`config.mk`:
```
export PLATFORM = sky130hd
export DESIGN_NAME = p20_obstacle_sched_flat
export DESIGN_NICKNAME = d
export VERILOG_FILES = /design/src/rtl/p20_obstacle_sched_if.sv /design/src/rtl/p20_obstacle_sched.sv /design/src/flat_wrapper.sv
export SDC_FILE = /design/constraint.sdc
export NUM_CORES = 1
export LEC_CHECK = 0
export BUFFER_PORTS_ARGS = -buffer_cell sky130_fd_sc_hd__buf_2
export CAP_MARGIN = 10
export CORE_MARGIN = 8
export CORE_UTILIZATION = 55
export CTS_BUF_LIST = sky130_fd_sc_hd__clkbuf_16
export DETAILED_ROUTE_END_ITERATION = 8
export PLACE_DENSITY = 0.76
export SKIP_CTS_REPAIR_TIMING = 1
export SLEW_MARGIN = 20
export SYNTH_ARGS = -nofsm -noshare
export SYNTH_HDL_FRONTEND = slang
export SYNTH_SLANG_ARGS = --single-unit
```
`constraint.sdc`:
```
create_clock -name clk -period 2.7 [get_ports clk]
set_input_delay 0.81 -clock clk [delete_from_list [all_inputs] [get_ports clk]]
set_output_delay 0.81 -clock clk [all_outputs]
set_load 0.01 [all_outputs]
```
`src/rtl/p20_obstacle_sched_if.sv`:
```
// Spawn request channel from the obstacle scheduler to the renderer.
// Master raises spawn_valid with a stable spawn_kind until spawn_ready.
interface p20_obstacle_sched_if;
   logic       spawn_valid;
   logic       spawn_ready;
   logic [1:0] spawn_kind;

   modport master (output spawn_valid, output spawn_kind, input spawn_ready);
   modport slave  (input spawn_valid, input spawn_kind, output spawn_ready);
endinterface

```
`src/rtl/p20_obstacle_sched.sv`:
```
// Obstacle spawn scheduler: stirs the cactus LFSR and offers spawns.
// Define P20_BIRD_EN to allow bird obstacles at high speed levels.
module p20_obstacle_sched #(
   parameter int MIN_GAP    = 24,
   parameter int FLOOR_GAP  = 12,
   parameter int STIR_STEPS = 3,
   parameter int GAP_W      = 8
`ifdef P20_BIRD_EN
   ,
   parameter int BIRD_LEVEL = 4
`endif
) (
   input  logic                 clk,
   input  logic                 sys_rst,
   input  logic                 game_run,
   input  logic                 frame_tick,
   input  logic [3:0]           speed_level,
   input  logic [4:0]           rng_value,
   output logic                 rng_step,
   output logic                 busy,
   p20_obstacle_sched_if.master spawn
);

   typedef enum logic [2:0] {
      IDLE,
      GAP,
      DRAW,
      SAMPLE,
      OFFER
   } state_t;

   state_t             state, state_nxt;
   logic [GAP_W-1:0]   gap_cnt, gap_cnt_d;
   logic [GAP_W-1:0]   gap_nxt, gap_nxt_d;
   logic [GAP_W-1:0]   gap_sel;
   logic [2:0]         stir_cnt, stir_cnt_d;
   logic [1:0]         kind, kind_d, kind_draw;
   logic signed [GAP_W:0] gap_raw;

   // One extra bit keeps MIN_GAP + rng - 2*speed from wrapping when negative.
   always_comb begin
      gap_raw = $signed({1'b0, GAP_W'(MIN_GAP)})
              + $signed({{(GAP_W-4){1'b0}}, rng_value})
              - $signed({{(GAP_W-4){1'b0}}, speed_level, 1'b0});
      if (gap_raw < $signed({1'b0, GAP_W'(FLOOR_GAP)}))
         gap_sel = GAP_W'(FLOOR_GAP);
      else
         gap_sel = gap_raw[GAP_W-1:0];
   end

   always_comb begin
      kind_draw = 2'b00;
      if (rng_value[1:0] == 2'b10) begin
         kind_draw = 2'b10;
      end else if (rng_value[1:0] == 2'b11) begin
`ifdef P20_BIRD_EN
         kind_draw = (speed_level >= 4'(BIRD_LEVEL)) ? 2'b11 : 2'b10;
`else
         kind_draw = 2'b10;
`endif
      end
   end

   always_ff @(posedge clk) begin
      if (sys_rst) begin
         state    <= IDLE;
         gap_cnt  <= '0;
         gap_nxt  <= '0;
         stir_cnt <= '0;
         kind     <= 2'b00;
      end else begin
         state    <= state_nxt;
         gap_cnt  <= gap_cnt_d;
         gap_nxt  <= gap_nxt_d;
         stir_cnt <= stir_cnt_d;
         kind     <= kind_d;
      end
   end

   always_comb begin
      state_nxt  = state;
      gap_cnt_d  = gap_cnt;
      gap_nxt_d  = gap_nxt;
      stir_cnt_d = stir_cnt;
      kind_d     = kind;
      if (state != IDLE && !game_run) begin
         state_nxt  = IDLE;
         stir_cnt_d = '0;
      end else begin
         unique case (state)
            IDLE: begin
               if (game_run) begin
                  gap_cnt_d = GAP_W'(MIN_GAP);
                  state_nxt = GAP;
               end
            end
            GAP: begin
               if (frame_tick) begin
                  gap_cnt_d = gap_cnt - GAP_W'(1);
                  if (gap_cnt == GAP_W'(1)) begin
                     state_nxt  = DRAW;
                     stir_cnt_d = '0;
                  end
               end
            end
            DRAW: begin
               stir_cnt_d = stir_cnt + 3'd1;
               if (stir_cnt == 3'(STIR_STEPS - 1))
                  state_nxt = SAMPLE;
            end
            SAMPLE: begin
               kind_d    = kind_draw;
               gap_nxt_d = gap_sel;
               state_nxt = OFFER;
            end
            OFFER: begin
               if (spawn.spawn_ready) begin
                  gap_cnt_d = gap_nxt;
                  state_nxt = GAP;
               end
            end
            default: state_nxt = IDLE;
         endcase
      end
   end

   assign rng_step          = (state == DRAW);
   assign busy              = (state != IDLE);
   assign spawn.spawn_valid = (state == OFFER);
   assign spawn.spawn_kind  = kind;

endmodule

```
`src/flat_wrapper.sv`:
```
// flat-port wrapper written by rule: the top's interface ports become plain ports
module p20_obstacle_sched_flat 
#(
   parameter int MIN_GAP    = 24,
   parameter int FLOOR_GAP  = 12,
   parameter int STIR_STEPS = 3,
   parameter int GAP_W      = 8

)
  (clk, sys_rst, game_run, frame_tick, speed_level, rng_value, rng_step, busy, spawn_spawn_valid, spawn_spawn_kind, spawn_spawn_ready);
  p20_obstacle_sched_if spawn_i ();
  input  logic clk;
  input  logic sys_rst;
  input  logic game_run;
  input  logic frame_tick;
  input  logic [3:0] speed_level;
  input  logic [4:0] rng_value;
  output logic rng_step;
  output logic busy;
  output wire logic [$bits(spawn_i.spawn_valid)-1:0] spawn_spawn_valid;
  output wire logic [$bits(spawn_i.spawn_kind)-1:0] spawn_spawn_kind;
  input wire logic [$bits(spawn_i.spawn_ready)-1:0] spawn_spawn_ready;
  assign spawn_spawn_valid = spawn_i.spawn_valid;
  assign spawn_spawn_kind = spawn_i.spawn_kind;
  assign spawn_i.spawn_ready = spawn_spawn_ready;
  p20_obstacle_sched #(.MIN_GAP(MIN_GAP), .FLOOR_GAP(FLOOR_GAP), .STIR_STEPS(STIR_STEPS), .GAP_W(GAP_W)) u_core (.clk(clk), .sys_rst(sys_rst), .game_run(game_run), .frame_tick(frame_tick), .speed_level(speed_level), .rng_value(rng_value), .rng_step(rng_step), .busy(busy), .spawn(spawn_i));
endmodule
```
# Word-level counts from Yosys, hierarchy flattened
# Cells that the tools add are included.
# classes
n_addsub	4
n_lt_le_gt_ge	1
eq_ne	13
muxes	16
bitwise_logic	1
n_reduce_logical	11
# op_table
op	count
8-bit 2-to-1 mux	4
8-bit one-hot mux with 3 select lines	1
3-bit 2-to-1 mux	7
3-bit one-hot mux with 5 select lines	1
5-bit AND reduction	2
3-bit by 2-bit == test with 1-bit output, second input constant	3
9-bit by 5-bit less-than comparator with 1-bit output, second input constant	1
9-bit by 6-bit subtractor with 9-bit output	1
8-bit by 1-bit == test with 1-bit output, second input constant	1
8-bit by 1-bit subtractor with 8-bit output, second input constant	1
5-bit by 5-bit adder with 6-bit output, first input constant	1
2-bit by 1-bit != test with 1-bit output, second input constant	3
3-bit one-hot mux with 2 select lines	1
3-bit nonzero test	2
2-bit == test, second input constant	2
2-bit 2-to-1 mux	2
2-bit != test, second input constant	2
3-bit by 1-bit adder with 3-bit output, second input constant	1
3-bit by 1-bit == test with 1-bit output, second input constant	1
3-bit == test, second input constant	1
3-bit logical NOT	1
3-bit AND reduction	1
2-bit AND reduction	1
2-bit nonzero test	1
other kinds (4)	4
# word_totals
regBits	24
in_bits	14
out_inout_bits	5
elab_cells	51

# Logic depth before layout (Yosys ltp)
# Gate-level depths: netlist of the first run.
# depth
word_depth	4
mapped_depth	9
depth_no_buf	9

# Worst setup path after synthesis of the first run
# Ideal clock, no wire load.
# synth_timing
path_type	in2reg
start	input rng_value[1]
end	register u_core.gap_nxt[2]
setup_time_ns	0.125
arrival_time_ns	2.443
required_time_ns	2.575
setup_slack_ns	0.132
cell_stages	9
n_path_buf	0
path_cell_list	inv_1 -> ha_1 -> inv_1 -> fa_1 -> a21o_1 -> a21oi_2 -> xnor2_2 -> o41ai_4 -> o41a_1
# synth_via
elab_chain_len	4
# synth_lines
element	line_no	text
start: declaration	flat_wrapper.sv:17	input logic [4:0] rng_value;
5-bit by 5-bit adder with 6-bit output *	p20_obstacle_sched.sv:43	+ $signed({{(GAP_W-4){1'b0}}, rng_value})
9-bit by 6-bit subtractor with 9-bit output *	p20_obstacle_sched.sv:44	- $signed({{(GAP_W-4){1'b0}}, speed_level, 1'b0});
9-bit by 5-bit less-than comparator with 1-bit output	p20_obstacle_sched.sv:45	if (gap_raw < $signed({1'b0, GAP_W'(FLOOR_GAP)}))
8-bit 2-to-1 mux *	p20_obstacle_sched.sv:45	
end signal: assignment	p20_obstacle_sched.sv:74	gap_nxt <= gap_nxt_d;
end: declaration	p20_obstacle_sched.sv:34	logic [GAP_W-1:0] gap_nxt, gap_nxt_d;
# Every way passes the cells marked *; elsewhere a longest branch is shown, timed or not.
# A chain may end at the register's enable or synchronous reset.

# Worst setup path in the final report of the first run
# layout_timing
start	input rng_value[1]
end	register u_core.gap_nxt[0]
# layout_via
elab_chain_len	4
# layout_lines
element	line_no
5-bit by 5-bit adder with 6-bit output	p20_obstacle_sched.sv:43
9-bit by 6-bit subtractor with 9-bit output	p20_obstacle_sched.sv:44
9-bit by 5-bit less-than comparator with 1-bit output	p20_obstacle_sched.sv:45
8-bit 2-to-1 mux	p20_obstacle_sched.sv:45
# Every way passes these cells.

==> flow_metrics.tcl, run 1 <==
set metrics [dict create \
    outcome "complete, no violations" \
    cp_slowest_stage_delay_ps 440 \
    yosysUniqueCellTypes 49 \
    fin_util_pct 63.7 \
    cp.buffers_inverters 3 \
    synth_area_um2 1510 \
    sequentialPowerShare_pct 39.0 \
    grtUsageTotal_pct 15.7 \
    startpoint_type "input port" \
    critical_path.slowest_cell "o41ai_4" \
    yosys-top-cells-count "dfxtp_1 (23), nor2_1 (20), nand2_1 (18)" \
    syn_to_final_growth_pct 13.3 \
    finalCritPeriodShare_pct 93.6 \
    grt.overflow.total 0 \
    cp-end-kind "register" \
    htree_levels 1 \
    swShare_pct 32.0 \
    crit_family "compound AO/OA/AOI/OAI gates" \
    ir_worst_vdd_mv 0.436 \
    crit_fanout 4 \
    postSynthNetCount 211 \
    grt_pass1_vias 1396 \
    cap_violations 0 \
    p_int_uw 680 \
    path_common_cell "inv_1" \
    power.switching_uw 320 \
    cts_root_buffer "clkbuf_16" \
    synth_seq_area_share_pct 30.5 \
    power_density_nw_per_um2 584 \
    fmax_mhz 396 \
    drcViolationCount 0 \
    crit_chain "buf_2, inv_1, ha_1, inv_1, fa_1, a21o_1, a21oi_2, xnor2_2, o41ai_4, o32ai_1" \
    synth_cells 187 \
    placed_cells 232 \
    layout.nets 230 \
    die_w_um 68.4 \
    num_rows 19 \
    initial_core_util_pct 56.2 \
    port_buffers 17 \
    clk_path_buf_depth 2 \
    antenna_cells 0 \
    critPathRequiredTime_ps 2820 \
    dieArea_um2 4680 \
    io_pins 19 \
    first_pass_iters 4 \
    timing.hold.ws_ps 458 \
    yosysTopAreaCell "dfxtp_1" \
    arrival_ps 2650 \
    synth-seq-cells 23 \
    post_route_cells_drive_above_1_share_pct 18.5 \
    core_um2 2690 \
    skew_ps 1.36 \
    clock-sinks 23 \
    ant_nets 0 \
    synth_edf_count 0 \
    cts_buffers 3 \
    yosys.area.top_type_share_pct 30.5 \
    pwr-share-clk_pct 31.3 \
    routed_wl_um 3530 \
    dr.first_iter.drc_count 135 \
    synth_flop_cell "dfxtp_1" \
    hold_violations 0 \
    grt_pass1_wl_um 5870 \
    place_congestion 0.862 \
    synth_area_per_cell_um2 8.07 \
    slew_violations 0 \
    min_period_ps 2530 \
    hp-class "register to register" \
    chipHeight_um 68.4 \
    p_leak_nw 0.741 \
    final_area_um2 1710 \
    worstSetupPathType "input port to register" \
    clk_pin_slew_ps 60 \
    yosysWarnings 0 \
    cts_tree "done" \
    wl_per_cell_um 15.0 \
    p_comb_share_pct 29.7 \
    tns_ps 0 \
    synth_area_leaders "dfxtp_1 (31%), ha_1 (7.5%), a21oi_1 (5.6%), nor2_1 (5.0%), nand2_1 (4.5%)" \
    fin_cells 236 \
    antenna_found_initial 0 \
    routed_via_density 5.89 \
    grt_max_degree 21 \
    placed_area_um2 1630 \
    dr_total_vias 1391 \
    rsz0062_at_grt "no" \
    hpwl_um 2640 \
    synth_most_common_cell "dfxtp_1" \
    insertion_delay_ps 250 \
    ys_async_sr_fraction_pct 0 \
    setup_viol 0 \
]
-- sequential cells by signal (all words and copies together), names as in the netlist --
signal,cells
u_core.state,3
u_core.gap_nxt,8
u_core.stir_cnt,3
u_core.spawn.spawn_kind,1
u_core.gap_cnt,8
-- power by group through the flow --
stage          combinational [mW]  sequential [mW]  clock (mW)
2_1_floorplan               0.236            0.380           0
3_3_place_gp                0.284            0.394           0
3_5_place_dp                0.291            0.395           0
4_1_cts                     0.294            0.388       0.317
5_1_grt                     0.332            0.392       0.331
6_report                    0.297            0.389       0.313
-- area by class of cell --
type	count	area, um^2
inverters	15	56.3
multi-input cells	141	953
fillers	251	976
clock buffers	3	75.1
flip-flops and latches	23	460
well taps	31	38.8
clock inverters	1	3.75
repair buffers	22	123
-- kinds of logic (layout without fill, tap and decap cells) --
kind of cell / after synthesis / in the layout / synth area share [%]
AO/OA/AOI/OAI: 57 / 57 / 26.7
AND/OR/NAND/NOR: 70 / 70 / 25.2
flip-flops: 23 / 23 / 30.5
adder cells (fa/ha/maj): 10 / 10 / 8.79
XOR/XNOR: 3 / 3 / 2.24
other: 1 / 1 / 0.249
buffers and inverters: 23 / 41 / 6.30
-- path summary, 6_finish.rpt --
path	startpoint	to	slack, ps	cells after the start
max	rng_value[1]	u_core.gap_nxt[0]	170	10
min	u_core.spawn.spawn_kind[1]	u_core.spawn.spawn_kind[1]	460	2
max reg2reg	u_core.state[0]	u_core.gap_nxt[0]	690	5
min reg2reg	u_core.spawn.spawn_kind[1]	u_core.spawn.spawn_kind[1]	460	2
-- cells in the final DEF, fill, tap and decap left out, drive strengths merged, types with 2 or more instances in the layout --
cell type / count
dfxtp: 23
buf: 22
nor2: 20
nand2: 18
a21oi: 18
inv: 16
o21ai: 14
ha: 9
nor3: 7
a211oi: 4
nor3b: 4
or3: 3
nand3: 3
nand2b: 3
clkbuf: 3
nor2b: 3
a21o: 2
nand3b: 2
xor2: 2
or3b: 2
o32ai: 2
o21a: 2
a22oi: 2
o41a: 2
o41ai: 2
-- metrics by stage --
stage	total power [mW]	setup slack [ps]
floorplan	0.616	132
global placement	0.678	-27.1
detailed placement	0.686	-92.8
CTS	0.999	168
global route	1.06	59.6
finish	0.999	172
-- worst register-to-register path, cell delays in order, from the launching register on --
cell and delay (ps):
dfxtp_1 560, nor2b_4 290, and3_1 340, o21ai_2 130
or3b_1 350, o32ai_1 240
-- layer usage --
metal | track usage (%) | wire (um)
met1 | 17.3 | 1560
met2 | 29.0 | 1790
met3 | 3.60 | 156
met4 | 4.60 | 25
met5 | 0 | 0
(Power assumes the default switching activity.)
==> inputs of run 2 (changes only) <==
--- a/config.mk
+++ b/config.mk
@@ -11,7 +11,7 @@
 export CORE_UTILIZATION = 55
 export CTS_BUF_LIST = sky130_fd_sc_hd__clkbuf_16
 export DETAILED_ROUTE_END_ITERATION = 8
-export PLACE_DENSITY = 0.76
+export PLACE_DENSITY = 0.83
 export SKIP_CTS_REPAIR_TIMING = 1
 export SLEW_MARGIN = 20
 export SYNTH_ARGS = -nofsm -noshare
==> flow_metrics.tcl, run 2 (same netlist as run 1, synthesis figures left out) <==
set metrics [dict create \
    outcome "complete, no violations" \
    power_density_nw_per_um2 592 \
    reg2regPathDepth 5 \
    fmax_mhz 395 \
    drcViolationCount 0 \
    htree_levels 1 \
    num_rows 19 \
    dp_slack_ps -107 \
    dr_total_vias 1393 \
    cp-end-kind "register" \
    ant_nets 0 \
    antenna_cells 0 \
    cts_tree "done" \
    clock-sinks 23 \
    layout.nets 230 \
    p_total_mw 1.01 \
    finalCritPeriodShare_pct 93.8 \
    final_common_cell "dfxtp_1" \
    hpwl_um 2700 \
    tns_ps 0 \
    grt_pass1_wl_um 5860 \
    hp-class "register to register" \
    insertion_delay_ps 260 \
    hold_violations 0 \
    setup_ws_ps 167 \
    initial_core_util_pct 56.2 \
    crit_path_end "u_core.gap_nxt[2]" \
    antenna_found_initial 0 \
    cts_buffers 3 \
    reg2reg_slack_ps 790 \
    clk_pin_slew_ps 60 \
    timing.rr.start "u_core.state[0]" \
    port_buffers 17 \
    setup_viol 0 \
    skew_ps 3.76 \
    post_route_cells_drive_above_1_share_pct 19.0 \
    ff_latch_area_um2 460 \
    grt.overflow.total 0 \
    routed_via_density 5.90 \
    p_leak_nw 0.740 \
    grtUsageTotal_pct 16.2 \
    dr.first_iter.drc_count 169 \
    top_regs "u_core.gap_cnt: 8 flops, u_core.gap_nxt: 8 flops" \
    first_pass_iters 4 \
    worstSetupPathType "input port to register" \
    io_pins 19 \
    min_period_ps 2530 \
    clk_path_buf_depth 2 \
    startpoint_type "input port" \
    cts_root_buffer "clkbuf_16" \
    hp-start "u_core.gap_nxt[4]" \
    cap_violations 0 \
    multi_input_area_um2 953 \
    startpoint "rng_value[1]" \
    wl_per_cell_um 14.6 \
    rsz0062_at_grt "no" \
    grt_pass1_vias 1321 \
    r2r_end "u_core.gap_nxt[0]" \
    grt_max_degree 21 \
    syn_to_final_growth_pct 13.4 \
    routed_wl_um 3450 \
    critPathRequiredTime_ps 2840 \
    slew_violations 0 \
    core_um2 2690 \
    ir_worst_vdd_mv 0.470 \
    fill_cells 228 \
    crit_fanout 4 \
    die_w_um 68.4 \
    mostFrequentLayoutCells "dfxtp_1 (23), nor2_1 (20), nand2_1 (18)" \
    arrival_ps 2670 \
    place_congestion 0.865 \
    chipHeight_um 68.4 \
    dieArea_um2 4680 \
]
[run 2: worst min path at each step]
stage | cells after the start | end
after floorplan | 2 | u_core.gap_nxt[4]
after global placement | 2 | u_core.gap_nxt[4]
after global routing | 1 | u_core.stir_cnt[2]
after CTS | 2 | u_core.gap_nxt[4]
final | 2 | u_core.gap_nxt[4]
after detailed placement | 2 | u_core.spawn.spawn_kind[1]
[run 2: area by class of cell]
type                       instances  share of cell area, %
clock buffer                       3                   4.39
clock inverter                     1                  0.292
inverter                          15                   3.29
sequential                        23                   26.9
timing repair buffer              22                   7.16
multi-input combinational        141                   55.7
tap                               31                   2.27
[run 2: metal layers]
| layer | vias to the layer above | wire (um) | track usage, % | part of all wire, % |
|---|---|---|---|---|
| met1 | 629 | 1510 | 18.5 | 44 |
| li1 | 699 | - | - | - |
| met3 | 12 | 223 | 5.24 | 6.5 |
| met5 | - | 0 | 0 | 0 |
| met2 | 53 | 1640 | 26.9 | 48 |
| met4 | 0 | 74 | 6.91 | 2.1 |
[run 2: power breakdown]
| group | total [mW] | switching [mW] | internal (mW) |
|---|---|---|---|
| sequential | 0.388 | 0.0292 | 0.359 |
| combinational | 0.297 | 0.173 | 0.123 |
| clock | 0.329 | 0.129 | 0.200 |
[run 2: stage by stage]
step	instances	instance area (um^2)	hold WS [ps]	util [%]
global route	236	1710	481	63.7
global placement	232	1630	444	60.7
finish	236	1710	464	63.7
detailed placement	232	1630	458	60.7
floorplan	187	1510	432	-
CTS	236	1710	469	63.7
[run 2: critical path, stage by stage]
cell,delay [ps]
buf_2,100
inv_1,50
ha_1,140
inv_1,50
fa_1,380
a21o_1,180
a21oi_2,200
xnor2_2,180
o41ai_4,150
o41a_1,420
==> inputs of run 3 (changes only) <==
--- a/config.mk
+++ b/config.mk
@@ -7,11 +7,13 @@
 export LEC_CHECK = 0
 export BUFFER_PORTS_ARGS = -buffer_cell sky130_fd_sc_hd__buf_2
 export CAP_MARGIN = 10
+export CELL_PAD_IN_SITES_DETAIL_PLACEMENT = 0
+export CELL_PAD_IN_SITES_GLOBAL_PLACEMENT = 2
 export CORE_MARGIN = 8
-export CORE_UTILIZATION = 55
+export CORE_UTILIZATION = 34
 export CTS_BUF_LIST = sky130_fd_sc_hd__clkbuf_16
 export DETAILED_ROUTE_END_ITERATION = 8
-export PLACE_DENSITY = 0.83
+export PLACE_DENSITY = 0.86
 export SKIP_CTS_REPAIR_TIMING = 1
 export SLEW_MARGIN = 20
 export SYNTH_ARGS = -nofsm -noshare
==> flow_metrics.tcl, run 3 (same netlist as run 1, synthesis figures left out) <==
set metrics [dict create \
    wl_per_cell_um 14.1 \
    num_rows 24 \
    worstSetupPathType "input port to register" \
    min_to "u_core.spawn.spawn_kind[1]" \
    power_density_nw_per_um2 582 \
    fmax_mhz 401 \
    layout.nets 229 \
    chipHeight_um 82.6 \
    arrival_ps 2640 \
    port_buffers 17 \
    io_pins 19 \
    holdPathStages 2 \
    crit_fanout 4 \
    reg2regPathDepth 5 \
    ir_worst_vdd_mv 0.236 \
    top_regs "u_core.gap_cnt: 8 flops, u_core.gap_nxt: 8 flops" \
    core_um2 4320 \
    timing.hold.ws_ps 456 \
    dr.first_iter.drc_count 31 \
    cap_violations 0 \
    finalCritPeriodShare_pct 92.4 \
    setup_ws_ps 206 \
    grt_max_degree 21 \
    htree_levels 1 \
    slew_violations 0 \
    timing.rr.start "u_core.state[0]" \
    hp-start "u_core.spawn.spawn_kind[1]" \
    dieArea_um2 6830 \
    antenna_found_initial 0 \
    insertion_delay_ps 260 \
    first_pass_iters 4 \
    antenna_cells 0 \
    p_total_mw 1.01 \
    place_congestion 0.850 \
    rsz0062_at_grt "no" \
    r2r_end "u_core.gap_nxt[0]" \
    hpwl_um 2800 \
    critPathRequiredTime_ps 2840 \
    die_w_um 82.6 \
    grtUsageTotal_pct 11.5 \
    clk_path_buf_depth 2 \
    cp-end-kind "register" \
    fin_util_pct 40.0 \
    clk_pin_slew_ps 60 \
    routed_wl_um 3620 \
    dr_total_vias 1376 \
    fill_cells 477 \
    setup_viol 0 \
    reg2reg_slack_ps 760 \
    final_common_cell "dfxtp_1" \
    grt_pass1_wl_um 6250 \
    drcViolationCount 0 \
    min_period_ps 2490 \
    grt.overflow.total 0 \
    grt_pass1_vias 1375 \
    clock-sinks 23 \
    dp_slack_ps -72.4 \
    hold_violations 0 \
    final_area_um2 1730 \
    cts_buffers 3 \
    mostFrequentLayoutCells "dfxtp_1 (23), nor2_1 (20), nand2_1 (18)" \
    ant_nets 0 \
    startpoint_type "input port" \
    cts_tree "done" \
    p_leak_nw 0.736 \
    hp-class "register to register" \
    placed_area_um2 1650 \
    startpoint "rng_value[1]" \
    post_route_cells_drive_above_1_share_pct 18.1 \
    routed_via_density 5.38 \
    syn_to_final_growth_pct 14.6 \
    skew_ps 3.45 \
    cts_root_buffer "clkbuf_16" \
    outcome "complete, no violations" \
    initial_core_util_pct 34.9 \
]
[run 3: changes by cell type in the layout (fill, tap and decap cells not counted), sizes merged]
| cell | before | now |
|---|---|---|
| buf | 22 | 21 |
| clkinv | 1 | 0 |
| inv | 15 | 16 |
[run 3: layer usage]
layer	up-vias	global-route usage, %	routed length [um]
met5	-	0	0
met4	0	4.66	55
met3	4	2.16	170
met2	30	19.7	1740
met1	644	13.8	1660
li1	698	-	-
[run 3: report_power, final]
group | switching [mW] | internal [mW] | total [mW]
Clock | 0.126 | 0.198 | 0.324
Sequential | 0.0302 | 0.359 | 0.389
Combinational | 0.171 | 0.122 | 0.293
[run 3: worst max-delay path by stage]
stage / slack (ps) / to / cells past startpoint
finish: 210 / u_core.gap_nxt[3] / 10
global route: 30 / u_core.gap_nxt[0] / 10
CTS: 190 / u_core.gap_nxt[3] / 10
detailed placement: -70 / u_core.gap_nxt[3] / 10
global placement: -20 / u_core.gap_nxt[3] / 10
floorplan: 130 / u_core.gap_nxt[2] / 9
[run 3: metrics by stage]
stage	setup TNS [ps]	std cells
6_report	0	256
5_1_grt	0	256
4_1_cts	0	256
3_5_place_dp	-261	252
3_3_place_gp	-43.1	252
2_1_floorplan	0	187
[run 3: cell type report]
class	count	area [um^2]	area share (%)
clock inverter	1	3.75	0.217
sequential	23	460	26.6
tap	52	65.1	3.76
inverter	15	56.3	3.26
clock buffer	3	75.1	4.34
timing repair buffer	21	115	6.66
multi-input combinational	141	953	55.1
[run 3: critical path, cell delays in order]
cell and delay (ps):
buf_2 100, inv_1 40, ha_1 140, inv_1 50, fa_1 380, a21o_1 180
a21oi_2 200, xnor2_2 180, o41ai_4 140, o41a_1 410
